[config.mk]
export PLATFORM = sky130hd
export DESIGN_NAME = lif_spike_encoder_flat
export DESIGN_NICKNAME = d
export VERILOG_FILES = /design/src/rtl/lif_spike_encoder_if.sv /design/src/rtl/lif_spike_encoder.sv /design/src/flat_wrapper.sv
export SDC_FILE = /design/constraint.sdc
export NUM_CORES = 1
export LEC_CHECK = 0
export ABC_AREA = 0
export BUFFER_PORTS_ARGS = -buffer_cell sky130_fd_sc_hd__buf_2
export CORE_AREA = 2 2 241 243
export CTS_BUF_LIST = sky130_fd_sc_hd__clkbuf_8 sky130_fd_sc_hd__clkbuf_16
export CTS_CLUSTER_DIAMETER = 200
export DETAILED_ROUTE_END_ITERATION = 16
export DIE_AREA = 0 0 243 245
export PLACE_DENSITY = 0.56
export SYNTH_ARGS = -nofsm -noshare
export SYNTH_HDL_FRONTEND = slang
export SYNTH_SLANG_ARGS = --single-unit
[constraint.sdc]
create_clock -name clk -period 9.5 [get_ports clk]
set_clock_uncertainty 0.15 [all_clocks]
set_input_delay 0.95 -clock clk [delete_from_list [all_inputs] [get_ports clk]]
set_output_delay 0.95 -clock clk [all_outputs]
set_load 0.02 [all_outputs]
[src/rtl/lif_spike_encoder_if.sv]
// Bundle of the strobe, sample, control and spike signals exchanged between the
// metric source (master) and the LIF spike encoder (slave).
//
// Signals:
//   line_sync      strobe, one cycle per new metric set
//   din            packed signed samples, lane i = din[i*DW +: DW]
//   thresh         packed unsigned thresholds, 0 disables the lane
//   sub_reset      1: subtract threshold on fire, 0: clear accumulator on fire
//   leak_en        apply leak before integration
//   refrac_cycles  strobes ignored after a fire
//   sat_clr        clears all saturation flags
//   spike          single-cycle spike pulses (encoder output)
//   spike_sign     sign of the sample that caused the fire (encoder output)
//   sat_flag       sticky accumulator-saturation flags (encoder output)
interface lif_spike_encoder_if #(
    parameter int unsigned NCH      = 3,
    parameter int unsigned DW       = 24,
    parameter int unsigned REFRAC_W = 4
);
    logic                  line_sync;
    logic [NCH*DW-1:0]     din;
    logic [NCH*DW-1:0]     thresh;
    logic                  sub_reset;
    logic                  leak_en;
    logic [REFRAC_W-1:0]   refrac_cycles;
    logic                  sat_clr;
    logic [NCH-1:0]        spike;
    logic [NCH-1:0]        spike_sign;
    logic [NCH-1:0]        sat_flag;

    modport master (
        output line_sync, din, thresh, sub_reset, leak_en, refrac_cycles, sat_clr,
        input  spike, spike_sign, sat_flag
    );

    modport slave (
        input  line_sync, din, thresh, sub_reset, leak_en, refrac_cycles, sat_clr,
        output spike, spike_sign, sat_flag
    );
endinterface

[src/rtl/lif_spike_encoder.sv]
// Multi-channel leaky integrate-and-fire rate encoder. Each lane integrates |din|
// once per line_sync strobe (optionally leaking first), fires a registered
// single-cycle spike when the accumulator reaches its threshold, then either
// subtracts the threshold or clears, and ignores a programmable number of strobes.
//
// Optional feature macro: SPIKE_SIGN_EN
//   defined   -> spike_sign captures the sign of the firing sample per lane
//   undefined -> spike_sign is tied to 0 and no register is built
//
// Ports:
//   clk  in  system clock, rising edge
//   rst  in  asynchronous reset, active-high
//   bus  slave modport of lif_spike_encoder_if (strobe, samples, controls, spikes,
//        spike_sign, sat_flag)
module lif_spike_encoder #(
    parameter int unsigned NCH        = 3,
    parameter int unsigned DW         = 24,
    parameter int unsigned AW         = 25,
    parameter int unsigned LEAK_SHIFT = 4,
    parameter int unsigned REFRAC_W   = 4
) (
    input logic                 clk,
    input logic                 rst,
    lif_spike_encoder_if.slave  bus
);

    logic [AW-1:0]       acc_q   [NCH];
    logic [AW-1:0]       acc_d   [NCH];
    logic [REFRAC_W-1:0] refr_q  [NCH];
    logic [REFRAC_W-1:0] refr_d  [NCH];
    logic [AW-1:0]       sat_sum [NCH];
    logic [AW-1:0]       resid   [NCH];

    logic [NCH-1:0] spike_q, spike_d;
    logic [NCH-1:0] sat_q, sat_d;
    logic [NCH-1:0] ovf;      // integration overflowed AW bits on this strobe
    logic [NCH-1:0] fire;     // saturated sum reached the threshold
    logic [NCH-1:0] thr_zero; // lane disabled
    logic [NCH-1:0] take;     // strobe accepted for integration on this lane
    logic [NCH-1:0] sgn;      // sign bit of the current sample

    // Per-lane datapath
    for (genvar i = 0; i < NCH; i++) begin : g_lane
        logic [DW-1:0] smp;
        logic [DW-1:0] thr;
        logic [DW-1:0] mag;
        logic [AW-1:0] leaked;
        logic [AW-1:0] thr_ext;
        logic [AW:0]   sum;

        assign smp = bus.din[i*DW +: DW];
        assign thr = bus.thresh[i*DW +: DW];

        // Two's-complement negate in DW bits; -2^(DW-1) yields 2^(DW-1) as unsigned.
        assign mag = smp[DW-1] ? (~smp + DW'(1)) : smp;

        assign leaked  = bus.leak_en ? (acc_q[i] - (acc_q[i] >> LEAK_SHIFT)) : acc_q[i];
        assign sum     = {1'b0, leaked} + {{(AW + 1 - DW){1'b0}}, mag};
        assign ovf[i]  = sum[AW];
        assign sat_sum[i] = sum[AW] ? {AW{1'b1}} : sum[AW-1:0];

        assign thr_ext     = {{(AW - DW){1'b0}}, thr};
        assign fire[i]     = (sat_sum[i] >= thr_ext);
        assign thr_zero[i] = (thr == '0);
        assign resid[i]    = bus.sub_reset ? (sat_sum[i] - thr_ext) : '0;
        assign sgn[i]      = smp[DW-1];

        assign take[i] = bus.line_sync && !thr_zero[i] && (refr_q[i] == '0);
    end

    // Next-state
    always_comb begin
        acc_d   = acc_q;
        refr_d  = refr_q;
        spike_d = take & fire;
        // Clear first, then new saturation sets: set wins over clear.
        sat_d   = (sat_q & ~{NCH{bus.sat_clr}}) | (take & ovf);
        if (bus.line_sync) begin
            for (int i = 0; i < NCH; i++) begin
                if (thr_zero[i]) begin
                    acc_d[i]  = '0;
                    refr_d[i] = '0;
                end else if (refr_q[i] != '0) begin
                    acc_d[i]  = '0;
                    refr_d[i] = refr_q[i] - REFRAC_W'(1);
                end else if (fire[i]) begin
                    acc_d[i]  = resid[i];
                    refr_d[i] = bus.refrac_cycles;
                end else begin
                    acc_d[i]  = sat_sum[i];
                end
            end
        end
    end

    always_ff @(posedge clk or posedge rst) begin
        if (rst) begin
            for (int i = 0; i < NCH; i++) begin
                acc_q[i]  <= '0;
                refr_q[i] <= '0;
            end
            spike_q <= '0;
            sat_q   <= '0;
        end else begin
            for (int i = 0; i < NCH; i++) begin
                acc_q[i]  <= acc_d[i];
                refr_q[i] <= refr_d[i];
            end
            spike_q <= spike_d;
            sat_q   <= sat_d;
        end
    end

    assign bus.spike    = spike_q;
    assign bus.sat_flag = sat_q;

`ifdef SPIKE_SIGN_EN
    logic [NCH-1:0] sign_q, sign_d;

    // Holds between fires; only meaningful while the lane's spike is high.
    always_comb begin
        sign_d = sign_q;
        for (int i = 0; i < NCH; i++) begin
            if (spike_d[i]) begin
                sign_d[i] = sgn[i];
            end
        end
    end

    always_ff @(posedge clk or posedge rst) begin
        if (rst) begin
            sign_q <= '0;
        end else begin
            sign_q <= sign_d;
        end
    end

    assign bus.spike_sign = sign_q;
`else
    logic unused_sgn;
    assign unused_sgn     = ^sgn;
    assign bus.spike_sign = '0;
`endif

endmodule

[src/flat_wrapper.sv]
// flat-port wrapper written by rule: the top's interface ports become plain ports
module lif_spike_encoder_flat 
#(
    parameter int unsigned NCH        = 3,
    parameter int unsigned DW         = 24,
    parameter int unsigned AW         = 25,
    parameter int unsigned LEAK_SHIFT = 4,
    parameter int unsigned REFRAC_W   = 4
)
  (clk, rst, bus_line_sync, bus_din, bus_thresh, bus_sub_reset, bus_leak_en, bus_refrac_cycles, bus_sat_clr, bus_spike, bus_spike_sign, bus_sat_flag);
  lif_spike_encoder_if #(.NCH(NCH), .DW(DW), .REFRAC_W(REFRAC_W)) bus_i ();
  input logic clk;
  input logic rst;
  input wire logic [$bits(bus_i.line_sync)-1:0] bus_line_sync;
  input wire logic [$bits(bus_i.din)-1:0] bus_din;
  input wire logic [$bits(bus_i.thresh)-1:0] bus_thresh;
  input wire logic [$bits(bus_i.sub_reset)-1:0] bus_sub_reset;
  input wire logic [$bits(bus_i.leak_en)-1:0] bus_leak_en;
  input wire logic [$bits(bus_i.refrac_cycles)-1:0] bus_refrac_cycles;
  input wire logic [$bits(bus_i.sat_clr)-1:0] bus_sat_clr;
  output wire logic [$bits(bus_i.spike)-1:0] bus_spike;
  output wire logic [$bits(bus_i.spike_sign)-1:0] bus_spike_sign;
  output wire logic [$bits(bus_i.sat_flag)-1:0] bus_sat_flag;
  assign bus_i.line_sync = bus_line_sync;
  assign bus_i.din = bus_din;
  assign bus_i.thresh = bus_thresh;
  assign bus_i.sub_reset = bus_sub_reset;
  assign bus_i.leak_en = bus_leak_en;
  assign bus_i.refrac_cycles = bus_refrac_cycles;
  assign bus_i.sat_clr = bus_sat_clr;
  assign bus_spike = bus_i.spike;
  assign bus_spike_sign = bus_i.spike_sign;
  assign bus_sat_flag = bus_i.sat_flag;
  lif_spike_encoder #(.NCH(NCH), .DW(DW), .AW(AW), .LEAK_SHIFT(LEAK_SHIFT), .REFRAC_W(REFRAC_W)) u_core (.clk(clk), .rst(rst), .bus(bus_i));
endmodule
**Word level (Yosys, flattened, before mapping)**

Index checks and enable logic that the tools add are counted.

- Flip-flop bits (word level): 93
- Output and inout bits: 9
- Logic and storage cells: 88

- Add/subtract/negate cells: 15
- $lt $le $gt $ge: 3
- Mux-type cells: 30
- Bitwise operators: 8
- Reductions and logical operators: 24

Operators with widths:

| operator | count |
|---|---|
| $mux W25 | 18 |
| $add A25 B24 Y26 | 3 |
| $ge A25 B24 Y1 | 3 |
| $sub A25 B21 Y25 | 3 |
| $sub A25 B24 Y25 | 3 |
| $add A24 B1 Y24 const B | 3 |
| $logic_not A24 Y1 | 3 |
| $mux W24 | 3 |
| $not A24 Y24 | 3 |
| $mux W4 | 9 |
| $logic_not A4 Y1 | 3 |
| $reduce_bool A4 Y1 | 3 |
| $sub A4 B1 Y4 const B | 3 |
| $and A3 B3 Y3 | 3 |
| $reduce_bool A3 Y1 | 3 |
| $logic_and A1 B1 Y1 | 6 |
| $reduce_and A2 Y1 | 3 |
| $logic_not A1 Y1 | 3 |
| $not A3 Y3 | 1 |
| $or A3 B3 Y3 | 1 |

**Depth between registers and ports, before layout**

Gate-level depths: netlist of run 1.

- Word-level depth: 10
- Mapped depth: 39
- Gate-level depth less buffers: 37

**Least setup slack after synthesis of run 1**

No wires, ideal clock.

- Path kind: input to register
- From: in bus_din[55]
- To: reg u_core.acc_q[12] (netlist bit)
- Arrival time: 7.739 ns
- Data required time: 9.224 ns
- Slack: 1.485 ns
- Cell stages on the path: 31
- Path buffers: 5
- Cells stage by stage: or4_1 or4_1 or3_1 or4_1 o21ai_0 xnor2_1 ha_1 clkbuf_1 a21oi_1 o31ai_1 a21o_1 a41o_1 a21o_1 and2_1 o21ai_0 clkbuf_1 nand2_1 ha_1 clkbuf_1 and3_1 a221o_1 a21oi_1 a21oi_1 o31ai_1 a21oi_1 a211oi_1 and2_1 buf_6 nor2_2 buf_6 a221o_1

- Cells in the longest elaborated chain, start to end: 10
- Elaborated cells on any way between the ends: 11

RTL lines:

| what | line | text |
|---|---|---|
| start: declaration | flat_wrapper.sv:15 | `input wire logic [$bits(bus_i.din)-1:0] bus_din;` |
| $not A24 Y24 | lif_spike_encoder.sv:55 | `assign mag = smp[DW-1] ? (~smp + DW'(1)) : smp;` |
| $add A24 B1 Y24 | lif_spike_encoder.sv:55 |  |
| $mux W24 * | lif_spike_encoder.sv:55 |  |
| $add A25 B24 Y26 * | lif_spike_encoder.sv:58 | `assign sum = {1'b0, leaked} + {{(AW + 1 - DW){1'b0}}, mag};` |
| $mux W25 * | lif_spike_encoder.sv:60 | `assign sat_sum[i] = sum[AW] ? {AW{1'b1}} : sum[AW-1:0];` |
| $sub A25 B24 Y25 | lif_spike_encoder.sv:65 | `assign resid[i] = bus.sub_reset ? (sat_sum[i] - thr_ext) : '0;` |
| $mux W25 | lif_spike_encoder.sv:65 |  |
| $mux W25 * | lif_spike_encoder.sv:86 | `end else if (fire[i]) begin` |
| $mux W25 * | lif_spike_encoder.sv:83 | `end else if (refr_q[i] != '0) begin` |
| $mux W25 * | lif_spike_encoder.sv:80 | `if (thr_zero[i]) begin` |
| end signal: indexed assignment | lif_spike_encoder.sv:106 | `acc_q[i] <= acc_d[i];` |
| end: declaration | lif_spike_encoder.sv:27 | `logic [AW-1:0] acc_q [NCH];` |

Every way passes the cells marked *; elsewhere a longest branch is shown, timed or not.
A chain may end at the register's enable or synchronous reset.

**Final worst setup path of run 1**

- From: reg u_core.acc_q[29] (netlist bit)
- To: reg u_core.acc_q[46] (netlist bit)

- Cells in the longest elaborated chain, start to end: 9
- Elaborated cells on any way between the ends: 10

RTL lines:

| what | line | text |
|---|---|---|
| $sub A25 B21 Y25 | lif_spike_encoder.sv:57 | `assign leaked = bus.leak_en ? (acc_q[i] - (acc_q[i] >> LEAK_SHIFT)) : acc_q[i];` |
| $mux W25 * | lif_spike_encoder.sv:57 |  |
| $add A25 B24 Y26 * | lif_spike_encoder.sv:58 |  |
| $mux W25 * | lif_spike_encoder.sv:60 |  |
| $sub A25 B24 Y25 | lif_spike_encoder.sv:65 |  |
| $mux W25 | lif_spike_encoder.sv:65 |  |
| $mux W25 * | lif_spike_encoder.sv:86 |  |
| $mux W25 * | lif_spike_encoder.sv:83 |  |
| $mux W25 * | lif_spike_encoder.sv:80 |  |

Marked as above.

==> results of run 1 <==
[placed cells by master (no fill, tap or decap), types with 15 or more instances in the layout]
master / Yosys / final
or4_1: 15 / 15
and3_1: 27 / 27
inv_1: 215 / 214
nand2_1: 235 / 234
a21oi_1: 171 / 171
nor2_1: 112 / 112
o21bai_1: 28 / 28
nand4_1: 24 / 24
o21ai_0: 160 / 158
buf_4: 4 / 20
a221o_1: 33 / 33
o221ai_1: 40 / 40
nor4_1: 28 / 28
xor2_1: 74 / 74
o22ai_1: 16 / 16
nor3_1: 40 / 39
buf_2: 3 / 158
nand3_1: 39 / 39
ha_1: 215 / 215
nor2b_1: 37 / 37
a21o_1: 111 / 111
nand2b_1: 39 / 39
a211oi_1: 16 / 16
dfrtp_1: 93 / 93
o31ai_1: 33 / 33
xnor2_1: 157 / 157
o21a_1: 32 / 32
or3_1: 24 / 24
a31oi_1: 20 / 20
[logic make-up (layout without fill, tap and decap cells)]
family	after synthesis	after routing
AOI/OAI and AO/OA	756	756
muxes	23	23
xor gates and xnor gates	231	231
buffers and inverters	274	409
and+or+nand+nor	669	669
adders and majority gates	224	224
DFF	93	93
other	1	5
[sequential cells by signal, summed over array words and instances, names as in the netlist]
| signal | count |
|---|---|
| u_core.acc_q | 75 |
| u_core.bus.sat_flag | 3 |
| u_core.bus.spike | 3 |
| u_core.refr_q | 12 |
[layout make-up]
cell class | count | area (sq um)
clock buffers | 10 | 239
flip-flops and latches | 93 | 2330
repair buffers | 178 | 941
diodes | 2 | 5.00
fillers | 6206 | 38200
clock inverters | 6 | 91.3
inverters | 215 | 810
well taps | 765 | 957
multi-input cells | 1906 | 13500
[per-layer routing]
metal	GRT usage, %	share of wire [%]	vias up
met5	0	0.048	-
met4	6.08	3.0	4
met3	2.21	4.7	88
met2	31.2	46	430
met1	23.9	46	8057
li1	-	-	8568
[stage by stage]
stage	utilization [%]	hold WS, ns	setup slack (ns)	instance area [sq um]
floorplan	-	0.333	1.48	16900
global placement	32.5	0.369	0.409	18500
detailed placement	32.5	0.375	0.356	18500
CTS	33.0	0.385	0.320	18800
global route	33.1	0.408	0.0237	18900
finish	33.1	0.383	0.581	18900
[synth_stat cells (10+ instances only)]
master    number
a221o_1       33
nor2_1       112
and2_1        14
nor3_1        40
o22ai_1       16
o21a_1        32
o41ai_1       12
xor2_1        74
nand4_1       24
nand2_1      235
mux2i_1       14
nand3_1       39
nand2b_1      39
nor2b_1       37
and3_1        27
dfrtp_1       93
o31ai_1       33
a21o_1       111
o221ai_1      40
xnor2_1      157
or2_2         11
nor4_1        28
o21bai_1      28
a21oi_1      171
a21boi_0      14
or3_1         24
clkbuf_1      43
a211oi_1      16
a31oi_1       20
o21ai_0      160
nand3b_1      10
inv_1        215
or4_1         15
ha_1         215
[worst max-delay path, delay by kind of cell (launching register included)]
kind	cells	cell delay [ns]
buffers and inverters	2	0.51
and+or+nand+nor	8	1.78
muxes	1	0.24
AOI/OAI and AO/OA	19	4.13
xor gates and xnor gates	1	0.15
DFF	1	0.43
adders and majority gates	4	1.33
[worst max-delay path by stage]
stage,startpoint,endpoint,slack (ns),depth (start not counted)
2_1_floorplan,bus_din[55],u_core.acc_q[12],1.48,31
3_3_place_gp,u_core.acc_q[29],u_core.acc_q[46],0.41,35
3_5_place_dp,u_core.acc_q[29],u_core.acc_q[40],0.36,35
4_1_cts,u_core.acc_q[29],u_core.acc_q[46],0.32,35
5_1_grt,u_core.acc_q[55],u_core.acc_q[68],0.02,33
6_report,u_core.acc_q[29],u_core.acc_q[46],0.58,35
[timing repair]
action	in CTS	in global routing
setup buffers	0	0
endpoints found under the hold margin	0	0
endpoints found under the setup margin	0	52
gates resized for setup	0	5
==> flow_metrics.py, run 1 <==
metrics = {
    "routing": {
        "drc_errors": 0,
        "viasPerCell": 5.40,
        "routed_wl_um": 56000,
        "post_drt_wl_per_cell_um": 17.6,
        "dr.first_iter.drc_count": 1037,
        "ant_nets": 0,
        "vias": 17100,
        "drtPass1Iterations": 5,
    },
    "grt": {
        "grt_pass1_wl_um": 88400,
        "track_usage_pct": 18.3,
        "grt_max_degree": 68,
        "first_global_vias": 16800,
        "antenna_found_initial": 4,
        "gr-total-overflow": 0,
    },
    "setup_path": {
        "ff2ff_path_depth": 35,
        "reg2reg_from": "u_core.acc_q[29]",
        "reg2reg_slack_ns": 0.58,
        "endpoint_kind": "register",
        "reg2reg_to": "u_core.acc_q[46]",
        "critPathKind": "register to register",
        "cp_slowest_cell": "a2111oi_0",
        "cp_data_required_time_ns": 9.55,
        "crit_fanout": 19,
        "cpMostUsedCell": "a21oi_1",
        "slowest_delay_ns": 0.54,
        "start_kind": "register",
        "arrival_ns": 8.97,
    },
    "floorplanning": {
        "start_util_pct": 29.6,
        "io-pin-count": 163,
        "dieArea_sq_um": 59500,
        "fp.dieW_um": 243,
        "row_count": 88,
        "core_sq_um": 57000,
        "die-height_um": 245,
    },
    "clock_network": {
        "cts-root-buf": "clkbuf_16",
        "clock_sinks": 93,
        "cts_buffers": 9,
        "cts_buffer_depth": 2,
        "cts_tree": "yes",
        "clk_pin_slew_ns": 0.07,
        "cts-hold-fix-buffers": 0,
        "clk_latency_ns": 0.37,
        "htreeDepth": 3,
    },
    "finish": {
        "final_nets": 2781,
        "finalNonFillerCells": 3175,
        "drive_above_1_share_pct": 9.76,
        "area_delta_synth_final_pct": 11.9,
    },
    "logic_synthesis": {
        "synth_edf_count": 0,
        "synthAdderAreaFrac_pct": 17.0,
        "yosysWarnings": 0,
        "yosys.area.top_type_share_pct": 15.9,
        "syn_area_sq_um": 16900,
        "synth_cell_types": 75,
        "yosysTopAreaCell": "ha_1",
        "synth.avg_cell_area_sq_um": 7.43,
        "synth_compound_area_share_pct": 30.0,
        "synth-seq-cells": 93,
        "synth_xor_xnor_area_share_pct": 12.0,
        "synth.area.mux_share_pct": 1.43,
        "ys_seq_area_share_pct": 13.8,
        "synth_top_family_by_area": "compound AO/OA/AOI/OAI gates",
        "synth-simple-area-share_pct": 19.4,
        "synthTopCellsByArea": "ha_1 16%, dfrtp_1 14%, xnor2_1 8.2%",
        "async_flop_share_pct": 100,
        "synthesis.instances": 2271,
        "ys.flop_type": "dfrtp_1",
    },
    "place": {
        "numPortBuffers": 159,
        "hpwlAfterDp_um": 47000,
        "dp.cells": 3157,
        "place.gp.congestion": 0.952,
    },
    "flow_run": {
        "cap_violations": 0,
    },
    "worst_hold_path": {
        "holdCritStartpoint": "u_core.bus.sat_flag[0]",
        "min_path_cells": 2,
        "hp-class": "register to register",
        "hold_end": "u_core.bus.sat_flag[0]",
    },
    "timing": {
        "slew_headroom_pct": 33.9,
        "hold_viol": 0,
        "period_needed_ns": 8.92,
        "setup_viol": 0,
        "rsz0062_at_grt": "no",
        "setup-tns-final_ns": 0,
        "fmax_ghz": 0.112,
        "post-route-period-util_pct": 93.9,
        "worst_pin_slew_ns": 0.990,
        "slew_violations": 0,
    },
    "status": {
        "outcome": "finished clean",
    },
}
Power of run 1 is not shown: default switching activity piles up to over one toggle a cycle in this logic, so the estimate is an artifact.
==> run 2: changes to the inputs <==
Settings changed: ABC_CLOCK_PERIOD_IN_PS set to 9500, BUFFER_PORTS_ARGS -buffer_cell sky130_fd_sc_hd__buf_2 to not set, CELL_PAD_IN_SITES_DETAIL_PLACEMENT set to 1, CELL_PAD_IN_SITES_GLOBAL_PLACEMENT set to 1, DONT_BUFFER_PORTS set to 1, PLACE_DENSITY 0.56 to 0.65.
==> run 2 against run 1 <==
Wire length is 7.4% higher. Via count shrank 3.6%. Critical path depth unchanged. Sequential share of layout area increased by 0.57 points. Flip-flop and latch count unchanged. Non-clock buffer count decreased by 158. First-iteration DRC count fell by 29%. Global-route usage up 1.7 points. Utilization shrank 1.5 points. Fmax rose by 1.6%. Largest cell class unchanged.
==> flow_metrics.py, run 2 (synthesis gave the netlist of run 1 again) <==
metrics = {
    "clock_network": {
        "clock_sinks": 93,
        "cts_buffer_depth": 2,
        "clk_latency_ns": 0.37,
        "htreeDepth": 3,
        "cts_buffers": 9,
        "post_cts.repair.setup_buffers": 0,
        "cts-root-buf": "clkbuf_16",
        "clk_pin_slew_ns": 0.08,
        "cts_tree": "yes",
    },
    "worst_hold_path": {
        "hp-class": "input port to asynchronous set/reset pin",
    },
    "place": {
        "hpwlAfterDp_um": 50700,
        "numPortBuffers": 0,
        "place.gp.congestion": 0.897,
    },
    "timing": {
        "setup-tns-final_ns": 0,
        "post-route-period-util_pct": 92.4,
        "slew_headroom_pct": 39.9,
        "rsz0062_at_grt": "no",
        "hold_viol": 0,
        "setup_viol": 0,
        "slew_violations": 0,
        "period_needed_ns": 8.78,
        "worst_pin_slew_ns": 0.893,
        "fmax_ghz": 0.114,
    },
    "flow_run": {
        "cap_violations": 0,
    },
    "setup_path": {
        "critPathKind": "register to register",
        "slowest_delay_ns": 0.43,
        "cpMostUsedCell": "a21oi_1",
        "reg2reg_slack_ns": 0.72,
        "crit_path_start": "u_core.acc_q[29]",
        "reg2reg_from": "u_core.acc_q[29]",
        "cp_slowest_cell": "dfrtp_1",
        "cp_data_required_time_ns": 9.60,
        "start_kind": "register",
        "reg2reg_to": "u_core.refr_q[6]",
        "crit_fanout": 20,
        "arrival_ns": 8.88,
        "cp-endpoint": "u_core.refr_q[6]",
        "endpoint_kind": "register",
        "ff2ff_path_depth": 35,
    },
    "finish": {
        "area_delta_synth_final_pct": 6.94,
        "final_common_cell": "nand2_1",
        "layout_common_cells": "234 x nand2_1, 215 x ha_1, 214 x inv_1, 171 x a21oi_1",
        "top_regs": "u_core.acc_q (75), u_core.refr_q (12)",
        "regMostFlops": "u_core.acc_q",
        "final_nets": 2623,
        "drive_above_1_share_pct": 3.56,
        "diodes": 0,
        "largest_reg_flops": 75,
    },
    "grt": {
        "first_global_vias": 17400,
        "grt_pass1_wl_um": 95600,
        "grt_max_degree": 106,
        "track_usage_pct": 20.0,
        "antenna_found_initial": 3,
        "gr-total-overflow": 0,
    },
    "routing": {
        "ant_nets": 0,
        "drtPass1Iterations": 7,
        "drc_errors": 0,
        "viasPerCell": 5.48,
        "routed_wl_um": 60100,
        "post_drt_wl_per_cell_um": 19.9,
        "vias": 16500,
        "dr.first_iter.drc_count": 739,
    },
    "floorplanning": {
        "dieArea_sq_um": 59500,
        "row_count": 88,
        "fp.dieW_um": 243,
        "start_util_pct": 29.6,
        "die-height_um": 245,
        "core_sq_um": 57000,
        "io-pin-count": 163,
    },
    "status": {
        "outcome": "finished clean",
    },
}
==> run 2: per-stage QoR <==
| step | std cells | setup WS, ns | instance area [sq um] | hold WS, ns | util, % |
|---|---|---|---|---|---|
| 5_1_grt | 3015 | 0.00201 | 18000 | 0.382 | 31.6 |
| 4_1_cts | 3015 | 0.364 | 18000 | 0.377 | 31.6 |
| 6_report | 3015 | 0.720 | 18000 | 0.352 | 31.6 |
| 3_5_place_dp | 2999 | 0.381 | 17700 | 0.380 | 31.1 |
| 3_3_place_gp | 2999 | 0.771 | 17700 | 0.366 | 31.1 |
| 2_1_floorplan | 2273 | 1.48 | 16900 | 0.333 | - |
==> run 2: worst max-delay path: cells and delay by family, from the launching register on <==
kind                     cells  cell delay, ns
AO/OA/AOI/OAI               19            4.24
AND/OR/NAND/NOR              8            1.43
adder cells (fa/ha/maj)      4            1.37
buffers and inverters        3            0.64
flip-flops                   1            0.43
XOR/XNOR                     1            0.37
==> run 2: worst min path at each step <==
stage | start | slack [ns] | to
finish | rst | 0.35 | u_core.acc_q[9]
global route | rst | 0.38 | u_core.acc_q[9]
global placement | u_core.acc_q[68] | 0.37 | u_core.acc_q[68]
floorplan | u_core.acc_q[53] | 0.33 | u_core.acc_q[53]
detailed placement | u_core.refr_q[11] | 0.38 | u_core.refr_q[11]
CTS | rst | 0.38 | u_core.acc_q[9]
==> run 2: final cells by class <==
type	instances	area, sq um
tap	765	957
clock inverter	7	51.3
multi-input combinational	1906	13500
clock buffer	9	225
sequential	93	2330
inverter	215	810
fill	7136	39000
timing repair buffer	20	150
==> run 2: routing by layer <==
| metal | global-route usage (%) | wire [um] | up-vias |
|---|---|---|---|
| li1 | - | - | 8202 |
| met1 | 25.6 | 27900 | 8003 |
| met2 | 35.1 | 28700 | 246 |
| met3 | 2.77 | 2180 | 65 |
| met4 | 5.36 | 1270 | 6 |
| met5 | 0 | 41 | - |
==> run 2: timing repair <==
action / in CTS / in global routing
hold buffers: 0 / 0
endpoints found under the setup margin: 0 / 55
resized for setup: 0 / 8
Power of run 2 is left out for the same reason.
==> run 3: changes to the inputs <==
Settings changed: ABC_AREA 0 to 1, CORE_AREA 2 2 241 243 to 2 2 260 262, DIE_AREA 0 0 243 245 to 0 0 262 264, PLACE_DENSITY 0.65 to 0.68.
==> run 3 against run 2 <==
Clock-buffer cell count unchanged. Fmax up 16%. Setup slack better by 1.2 ns. Wire length up 28%. Highest routed layer is now met4. Synthesized area up 17%. Utilization down 0.26 points. Non-clock buffer count down 12. Hold slack worse by 0.029 ns. Synthesized cell count up 50%. Final area up 16%. Critical path depth up 3.
==> flow_metrics.py, run 3 <==
metrics = {
    "timing": {
        "rsz0062_at_grt": "no",
        "fin_ws_ns": 1.91,
        "slew_violations": 0,
        "fmax_ghz": 0.132,
        "period_needed_ns": 7.59,
        "setup_viol": 0,
        "worst_pin_slew_ns": 0.932,
        "slew_headroom_pct": 37.8,
        "post-route-period-util_pct": 79.9,
        "hold_viol": 0,
        "hold_slack_ns": 0.323,
        "setup-tns-final_ns": 0,
    },
    "routing": {
        "ant_nets": 0,
        "dr.first_iter.drc_count": 935,
        "drc_errors": 0,
        "post_drt_wl_per_cell_um": 18.1,
        "drtPass1Iterations": 5,
        "viasPerCell": 5.15,
        "routed_wl_um": 76700,
        "vias": 21800,
    },
    "floorplanning": {
        "fp.dieW_um": 262,
        "start_util_pct": 29.6,
        "row_count": 95,
        "dieArea_sq_um": 69200,
        "die-height_um": 264,
        "io-pin-count": 163,
        "core_sq_um": 66600,
    },
    "setup_path": {
        "critPathKind": "register to register",
        "crit_fanout": 27,
        "reg2reg_slack_ns": 1.91,
        "reg2reg_to": "u_core.acc_q[12]",
        "ff2ff_path_depth": 38,
        "endpoint_kind": "register",
        "reg2reg_from": "u_core.acc_q[6]",
        "cpMostUsedCell": "nand2_1",
        "cp_data_required_time_ns": 9.63,
        "cp_slowest_cell": "nand3_2",
        "slowest_delay_ns": 0.53,
        "start_kind": "register",
        "arrival_ns": 7.72,
    },
    "grt": {
        "grt_pass1_wl_um": 121000,
        "antenna_found_initial": 0,
        "first_global_vias": 22300,
        "gr-total-overflow": 0,
        "grt_max_degree": 79,
        "track_usage_pct": 22.1,
    },
    "place": {
        "place.gp.congestion": 0.938,
        "dp.cells": 4211,
        "numPortBuffers": 0,
        "pre_cts_ws_ns": 1.88,
        "hpwlAfterDp_um": 65200,
    },
    "finish": {
        "final_nets": 3727,
        "largest_reg_flops": 75,
        "layout_common_cells": "937 x nand2_1, 509 x inv_1, 279 x nor2_1, 278 x nand3_1, 274 x a21oi_1",
        "area_delta_synth_final_pct": 5.83,
        "diodes": 0,
        "final_common_cell": "nand2_1",
        "drive_above_1_share_pct": 2.98,
        "regMostFlops": "u_core.acc_q",
        "top_regs": "u_core.acc_q (75), u_core.refr_q (12)",
        "finalNonFillerCells": 4227,
    },
    "status": {
        "outcome": "finished clean",
    },
    "logic_synthesis": {
        "synth_commonest_cells": "937 x nand2_1, 512 x inv_1, 280 x nor2_1",
        "synth_edf_count": 0,
        "syn_area_sq_um": 19700,
        "synth.avg_cell_area_sq_um": 5.81,
        "synthesis.instances": 3397,
        "synthMostInstantiatedCell": "nand2_1",
        "ys.flop_type": "dfrtp_1",
        "async_flop_share_pct": 100,
        "synthTopCellsByArea": "nand2_1 18%, ha_1 14%, dfrtp_1 12%",
        "yosysTopAreaCell": "nand2_1",
        "synth_cell_types": 59,
        "yosys.area.top_type_share_pct": 17.8,
        "yosysWarnings": 0,
        "synth-seq-cells": 93,
        "ys_seq_area_share_pct": 11.8,
    },
    "clock_network": {
        "cts_tree": "yes",
        "post_cts.repair.setup_buffers": 0,
        "clk_latency_ns": 0.39,
        "cts_buffers": 9,
        "clk_pin_slew_ns": 0.07,
        "cts-root-buf": "clkbuf_16",
        "cts-hold-fix-buffers": 0,
        "htreeDepth": 3,
        "post_cts_resized": 0,
        "cts_buffer_depth": 2,
        "clock_sinks": 93,
    },
    "worst_hold_path": {
        "hp-class": "input port to asynchronous set/reset pin",
    },
    "flow_run": {
        "cap_violations": 0,
    },
}
run 3: cell count changes in the layout (fill, tap and decap cells not counted), sizes merged, moves of 40 or more:
cell / before / now
a21o: 111 / 35
a21oi: 171 / 276
inv: 216 / 518
nand2: 235 / 948
nand3: 39 / 284
nor2: 116 / 284
o21ai: 161 / 226
o221ai: 40 / 0
xnor2: 157 / 68
run 3: worst max-delay path by stage:
stage	startpoint	to	slack, ns	depth (start not counted)
after floorplan	bus_din[25]	u_core.acc_q[43]	3.41	39
after global placement	bus_din[27]	u_core.acc_q[29]	2.01	35
after detailed placement	bus_din[25]	u_core.acc_q[34]	1.88	38
after CTS	u_core.acc_q[6]	u_core.acc_q[12]	1.93	38
after global routing	u_core.acc_q[6]	u_core.acc_q[10]	1.19	38
final	u_core.acc_q[6]	u_core.acc_q[12]	1.91	38
run 3: cell type report:
class / count / area (sq um)
well taps: 873 / 1090
multi-input cells: 2721 / 15100
flip-flops and latches: 93 / 2330
clock inverters: 7 / 92.6
repair buffers: 8 / 60.1
inverters: 516 / 1940
clock buffers: 9 / 225
fillers: 8989 / 45700
run 3: stage by stage:
| stage | area [sq um] | util [%] |
|---|---|---|
| final | 20900 | 31.4 |
| after global routing | 20900 | 31.4 |
| after floorplan | 19700 | - |
| after global placement | 20600 | 30.9 |
| after CTS | 20900 | 31.4 |
| after detailed placement | 20600 | 30.9 |
run 3: critical path, delay by kind of cell (launching register included):
family	cells	cell delay, ns
simple gates	21	3.05
compound gates	8	1.92
fa+ha+maj	4	1.36
flops	1	0.50
buf+inv	5	0.48
run 3: kinds of logic (layout without fill, tap and decap cells):
| family | count (synthesis) | after routing | synth area share (%) |
|---|---|---|---|
| buf+inv | 585 | 540 | 11.5 |
| other cells | 1 | 3 | 0.0190 |
| xor+xnor | 173 | 173 | 7.68 |
| simple gates | 1692 | 1692 | 36.8 |
| fa+ha+maj | 224 | 224 | 14.5 |
| flops | 93 | 93 | 11.8 |
| compound gates | 629 | 629 | 17.7 |
run 3: metal layers:
| metal | GRT usage (%) | up-vias | share of wire (%) |
|---|---|---|---|
| li1 | - | 11000 | - |
| met1 | 29.2 | 10400 | 47 |
| met2 | 38.4 | 298 | 48 |
| met3 | 2.06 | 72 | 2.5 |
| met4 | 5.13 | 0 | 2.4 |
| met5 | 0 | - | 0 |
Power of run 3 is left out for the same reason.
